$ cat src/rtl/trace_pkg.sv
// Shared record layout and constants for the commit trace buffer.
package trace_pkg;

    localparam int KIND_REGWRITE = 0;
    localparam int KIND_STORE    = 1;
    localparam int KIND_LOAD     = 2;

    localparam int DROP_W  = 8;
    localparam int CYCLE_W = 16;

    typedef struct packed {
        logic [2:0] kind;
        logic [4:0] reg_num;
        logic [8:0] addr;
    } trace_meta_t;

    localparam int META_W = $bits(trace_meta_t);

endpackage

$ cat src/rtl/trace_fifo.sv
// Record storage for the commit trace buffer: circular array with wrap-bit pointers.
module trace_fifo #(
    parameter int WIDTH = 8,
    parameter int DEPTH = 8
) (
    input  logic             clk,
    input  logic             reset,
    input  logic             push,
    input  logic [WIDTH-1:0] push_data,
    input  logic             pop,
    output logic [WIDTH-1:0] head_data,
    output logic             head_vld,
    output logic             full,
    output logic             empty
);
    localparam int AW = $clog2(DEPTH);

    logic [WIDTH-1:0] mem [DEPTH];
    logic [AW:0]      wr_ptr;
    logic [AW:0]      rd_ptr;
    logic             do_push;
    logic             do_pop;

    assign empty    = (wr_ptr == rd_ptr);
    assign full     = (wr_ptr[AW] != rd_ptr[AW]) && (wr_ptr[AW-1:0] == rd_ptr[AW-1:0]);
    assign head_vld = !empty;
    assign do_pop   = pop && !empty;
    // A pop in the same cycle frees the slot, so a full buffer still accepts.
    assign do_push  = push && (!full || do_pop);

    assign head_data = head_vld ? mem[rd_ptr[AW-1:0]] : '0;

    always_ff @(posedge clk) begin
        if (!reset) begin
            wr_ptr <= '0;
            rd_ptr <= '0;
        end else begin
            if (do_push) wr_ptr <= wr_ptr + 1'b1;
            if (do_pop)  rd_ptr <= rd_ptr + 1'b1;
        end
    end

    always_ff @(posedge clk) begin
        if (do_push) mem[wr_ptr[AW-1:0]] <= push_data;
    end

endmodule

$ cat src/rtl/commit_trace_buffer.sv
// Captures register-writeback and data-memory events into a FIFO of trace records.
// Define TRACE_TIMESTAMP_EN to stamp each record with a free-running 16-bit cycle count.
module commit_trace_buffer
    import trace_pkg::*;
#(
    parameter int DATA_W = 32,
    parameter int DEPTH  = 8
) (
    input  logic              clk,
    input  logic              reset,
    input  logic              trace_en,
    input  logic              reg_write_sig,
    input  logic [4:0]        reg_num,
    input  logic [DATA_W-1:0] reg_data,
    input  logic              wr,
    input  logic              rd,
    input  logic [8:0]        addr,
    input  logic [DATA_W-1:0] wr_data,
    input  logic [DATA_W-1:0] rd_data,
    output logic              out_valid,
    input  logic              out_ready,
    output logic [2:0]        out_kind,
    output logic [4:0]        out_reg_num,
    output logic [DATA_W-1:0] out_reg_data,
    output logic [8:0]        out_addr,
    output logic [DATA_W-1:0] out_mem_data,
    output logic [15:0]       out_cycle,
    output logic [7:0]        drop_count,
    output logic              full,
    output logic              empty
);
`ifdef TRACE_TIMESTAMP_EN
    localparam int REC_W = META_W + 2 * DATA_W + CYCLE_W;
`else
    localparam int REC_W = META_W + 2 * DATA_W;
`endif

    logic              rw_hit_p0;
    logic              evt_p0;
    trace_meta_t       meta_p0;
    logic [DATA_W-1:0] reg_data_p0;
    logic [DATA_W-1:0] mem_data_p0;
    logic [REC_W-1:0]  push_rec;
    logic [REC_W-1:0]  head_rec;
    trace_meta_t       head_meta;
    logic              pop;
    logic [DROP_W-1:0] drop_cnt;

    // Capture stage: build the record, zeroing fields the event does not use.
    always_comb begin
        rw_hit_p0 = reg_write_sig && (reg_num != 5'd0);
        evt_p0    = reset && trace_en && (rw_hit_p0 || wr || rd);
        meta_p0   = '0;
        meta_p0.kind[KIND_REGWRITE] = rw_hit_p0;
        meta_p0.kind[KIND_STORE]    = wr;
        meta_p0.kind[KIND_LOAD]     = rd;
        meta_p0.reg_num = rw_hit_p0 ? reg_num : 5'd0;
        meta_p0.addr    = (wr || rd) ? addr : 9'd0;
        reg_data_p0 = rw_hit_p0 ? reg_data : '0;
        mem_data_p0 = wr ? wr_data : (rd ? rd_data : '0);
    end

`ifdef TRACE_TIMESTAMP_EN
    logic [CYCLE_W-1:0] cycle_cnt;

    always_ff @(posedge clk) begin
        if (!reset) cycle_cnt <= '0;
        else        cycle_cnt <= cycle_cnt + 1'b1;
    end

    assign push_rec = {meta_p0, reg_data_p0, mem_data_p0, cycle_cnt};
    assign {head_meta, out_reg_data, out_mem_data, out_cycle} = head_rec;
`else
    assign push_rec  = {meta_p0, reg_data_p0, mem_data_p0};
    assign {head_meta, out_reg_data, out_mem_data} = head_rec;
    assign out_cycle = '0;
`endif

    assign pop = out_valid && out_ready;

    trace_fifo #(
        .WIDTH(REC_W),
        .DEPTH(DEPTH)
    ) u_fifo (
        .clk      (clk),
        .reset    (reset),
        .push     (evt_p0),
        .push_data(push_rec),
        .pop      (pop),
        .head_data(head_rec),
        .head_vld (out_valid),
        .full     (full),
        .empty    (empty)
    );

    assign out_kind    = head_meta.kind;
    assign out_reg_num = head_meta.reg_num;
    assign out_addr    = head_meta.addr;

    // Drop accounting: only a full buffer with no simultaneous pop loses the record.
    always_ff @(posedge clk) begin
        if (!reset) begin
            drop_cnt <= '0;
        end else if (evt_p0 && full && !pop && (drop_cnt != '1)) begin
            drop_cnt <= drop_cnt + DROP_W'(1);
        end
    end

    assign drop_count = drop_cnt;

endmodule
$ cat config.mk
export PLATFORM = sky130hd
export DESIGN_NAME = commit_trace_buffer
export DESIGN_NICKNAME = d
export VERILOG_FILES = /design/src/rtl/trace_pkg.sv /design/src/rtl/trace_fifo.sv /design/src/rtl/commit_trace_buffer.sv
export SDC_FILE = /design/constraint.sdc
export NUM_CORES = 1
export LEC_CHECK = 0
export ABC_AREA = 1
export BUFFER_PORTS_ARGS = -buffer_cell sky130_fd_sc_hd__buf_2
export CAP_MARGIN = 20
export CORE_ASPECT_RATIO = 1.5
export CORE_MARGIN = 2
export CORE_UTILIZATION = 60
export CTS_CLUSTER_DIAMETER = 40
export DETAILED_ROUTE_END_ITERATION = 12
export PLACE_DENSITY = 0.8
export REMOVE_ABC_BUFFERS = 1
export SLEW_MARGIN = 10
export SYNTH_ARGS = -nofsm -noshare
export SYNTH_HDL_FRONTEND = slang
export SYNTH_SLANG_ARGS = --single-unit
$ cat constraint.sdc
create_clock -name clk -period 8.85 [get_ports clk]
set_input_delay 1.3275 -clock clk [delete_from_list [all_inputs] [get_ports clk]]
set_output_delay 1.3275 -clock clk [all_outputs]
set_load 0.03 [all_outputs]
==> results.py <==
metrics = {
    "run_status": {
        "status": "complete, no violations",
    },
    "routing": {
        "detail_route.wirelength_mm": 63.07,
        "vias_per_cell": 6.121,
        "postRouteAntennaNets": 0,
        "number_of_drc_markers_after_the_initial_detailed_route_iteration": 2272,
        "num_vias": 18248,
        "detail_route.first_pass.iterations": 5,
        "post-route-drc-count": 0,
        "wl_per_cell_um": 21.16,
    },
    "timing": {
        "max-slew-margin-rel_pct": 21.98,
        "setup_viol": 0,
        "fmax_mhz": 189.7,
        "timing.final.crit_share_pct": 59.57,
        "worst_clock_skew_ns": 0.02364,
        "worst-slew-pin-transition_ns": 1.170,
        "drv_slew": 0,
        "period_needed_ns": 5.272,
        "final_hold_violation_count": 0,
        "grt_setup_unrepaired": "false",
    },
    "synth": {
        "syn_area_um2": 27110,
        "yosysWarnings": 0,
        "synth_seq_area_share_pct": 73.19,
        "ys_seq_elements": 667,
        "synth.lib_cells_used.distinct": 34,
        "netlist_instances": 2204,
        "syn_avg_cell_area_um2": 12.30,
    },
    "clock_tree": {
        "htreeDepth": 2,
        "cts_tree": "done",
        "worst_skew_pair.late_latency_ns": 0.60,
        "cts_repair_resize_count": 0,
        "holdBufCountCts": 0,
        "total_clock_buffers_created_by_cts": 57,
        "cts_sinks": 667,
        "clk_pin_slew_ns": 0.06,
        "post_cts_setup_buffer_count": 0,
        "cts_root_buffer": "sky130_fd_sc_hd__clkbuf_16",
        "cts_max_path_buffers": 3,
    },
    "die": {
        "rows": 95,
        "die-area_um2": 46930,
        "die_w_um": 177.6,
        "design.portCount": 225,
        "die_height_um": 264.3,
        "initial_standard_cell_utilization_of_the_core_pct": 60.65,
        "core_area_um2": 44690,
    },
    "critical_path": {
        "critical_path.cell_chain": "inv_8, buf_4, o21ai_0, o22ai_1, o21ai_1, a31oi_1, buf_2",
        "worst_path_max_delay_cell": "sky130_fd_sc_hd__buf_4",
        "cp_top_family": "buffers and inverters",
        "critical_path_peak_fanout": 215,
        "crit_arrival_ns": 3.94,
        "criticalPathCategory": "reg2out",
        "crit_path_start_kind": "flop",
        "worst_setup_path_end_kind": "output pin",
        "worstPathRequired_ns": 7.52,
        "crit_buf_inv": 3,
        "timing.critical_path.slowest_cell_delay_ns": 0.91,
    },
    "placed_design": {
        "globalplace.congestion": 0.8026,
        "place_hpwl_mm": 33.49,
        "post_dp_cell_area_um2": 28250,
        "numPortBuffers": 208,
    },
    "global_routing": {
        "grt_remaining_overflow": 0,
        "wire_length_of_the_first_global_routing_pass_mm": 96.41,
        "groute.usage.overall_pct": 26.51,
        "largest_net_degree_at_the_start_of_global_routing": 216,
        "antenna_found_initial": 0,
        "via_count_of_the_first_global_routing_pass": 18471,
    },
    "cells_and_area": {
        "layout_common_cells": "sky130_fd_sc_hd__edfxtp_1 (648), sky130_fd_sc_hd__nor2_1 (535), sky130_fd_sc_hd__o21ai_0 (312)",
        "number_of_antenna_diodes": 0,
        "drive_above_1_share_pct": 14.84,
        "layout_commonest_cell": "sky130_fd_sc_hd__edfxtp_1",
        "areaGrowthSynthToFinish_pct": 11.74,
        "final_standard_cell_area_without_fillers_um2": 30290,
        "fin_nets": 2471,
    },
    "power_and_ir_drop": {
        "fin_total_pwr_mw": 7.339,
        "cellPowerDensity_nw_per_um2": 242.3,
        "vdd_ir_max_mv": 0.1561,
        "leakage_nw": 10.76,
    },
    "job": {
        "number_of_violations_of_the_max_capacitance_limit": 0,
    },
    "min_path": {
        "worstHoldPathType": "reg2reg",
    },
}
[synthesized netlist by cell type, drive strengths merged]
cell type / count / area [µm²]
nor2: 545 / 2063
nand2: 104 / 397.9
xnor2: 3 / 33.79
dfxtp: 19 / 380.4
o21ai: 408 / 2042
xor2: 7 / 61.31
ha: 3 / 37.54
buf: 93 / 695.7
conb: 1 / 3.750
clkinv: 1 / 3.750
clkbuf: 71 / 266.5
a21oi: 18 / 101.4
nor3: 1 / 5.000
nand3: 50 / 255.3
inv: 67 / 256.5
nand4: 3 / 31.28
a31oi: 81 / 506.7
edfxtp: 648 / 19460
o22ai: 81 / 506.7
[final timing paths]
kind                       end  cells past startpoint  slack, ns              from
max           out_reg_data[18]                      7       3.58              flop
min           u_fifo.rd_ptr[3]                      2       0.49  u_fifo.rd_ptr[3]
max reg2reg  u_fifo.mem[3][60]                      9       5.47  u_fifo.wr_ptr[3]
min reg2reg   u_fifo.rd_ptr[3]                      2       0.49  u_fifo.rd_ptr[3]
[metal layers]
layer	routed length, µm	global-route usage [%]	up-vias
met1	23040	32.88	8954
met2	33050	46.64	954
met4	1929	11.03	0
met3	5042	3.512	135
li1	-	-	8205
met5	0	0	-
[logic make-up after synthesis]
logic type	after synthesis	share of synthesized area, %
compound gates	588	11.65
xor+xnor	10	0.3508
fa+ha+maj	3	0.1385
buf+inv	232	4.510
flops	667	73.19
other cells	1	0.01383
simple gates	703	10.15
[area by class of cell]
class	instances	area (µm²)
inverter	68	267.8
tap	582	728.2
clock inverter	37	361.6
clock buffer	70	1599
sequential	667	19850
timing repair buffer	237	1319
multi-input combinational	1320	6168
fill	3038	14400
[worst min-delay path, stage by stage (launching register included)]
cell and delay [ns]:
sky130_fd_sc_hd__dfxtp_1 0.33, sky130_fd_sc_hd__nand2_1 0.06, sky130_fd_sc_hd__a21oi_1 0.05
[power by group]
| part | leakage [nW] | internal, mW | total (mW) | switching (mW) |
|---|---|---|---|---|
| logic | 3.71 | 0.328 | 1.23 | 0.906 |
| clock network | 0.959 | 1.46 | 2.56 | 1.10 |
| registers | 6.09 | 3.51 | 3.54 | 0.0292 |
| total | 10.8 | 5.31 | 7.34 | 2.03 |
[flip-flops by register name, summed over array words and instances, names as in the netlist, named ones only]
register and count:
drop_count 8, u_fifo.mem 648, u_fifo.rd_ptr 4, u_fifo.wr_ptr 4
[through the flow]
stage,hold slack (ns),utilization [%],setup TNS (ns),instances,setup WS [ns]
after floorplan,0.4584,-,-87.07,2055,-1.100
after global placement,0.4880,63.20,0,2871,3.972
after detailed placement,0.4802,63.20,0,2871,3.849
after CTS,0.4910,67.59,0,2978,3.444
after global routing,0.5240,67.77,0,2981,3.248
final,0.4901,67.77,0,2981,3.578
Note: power is estimated with default switching activity, not from simulation.
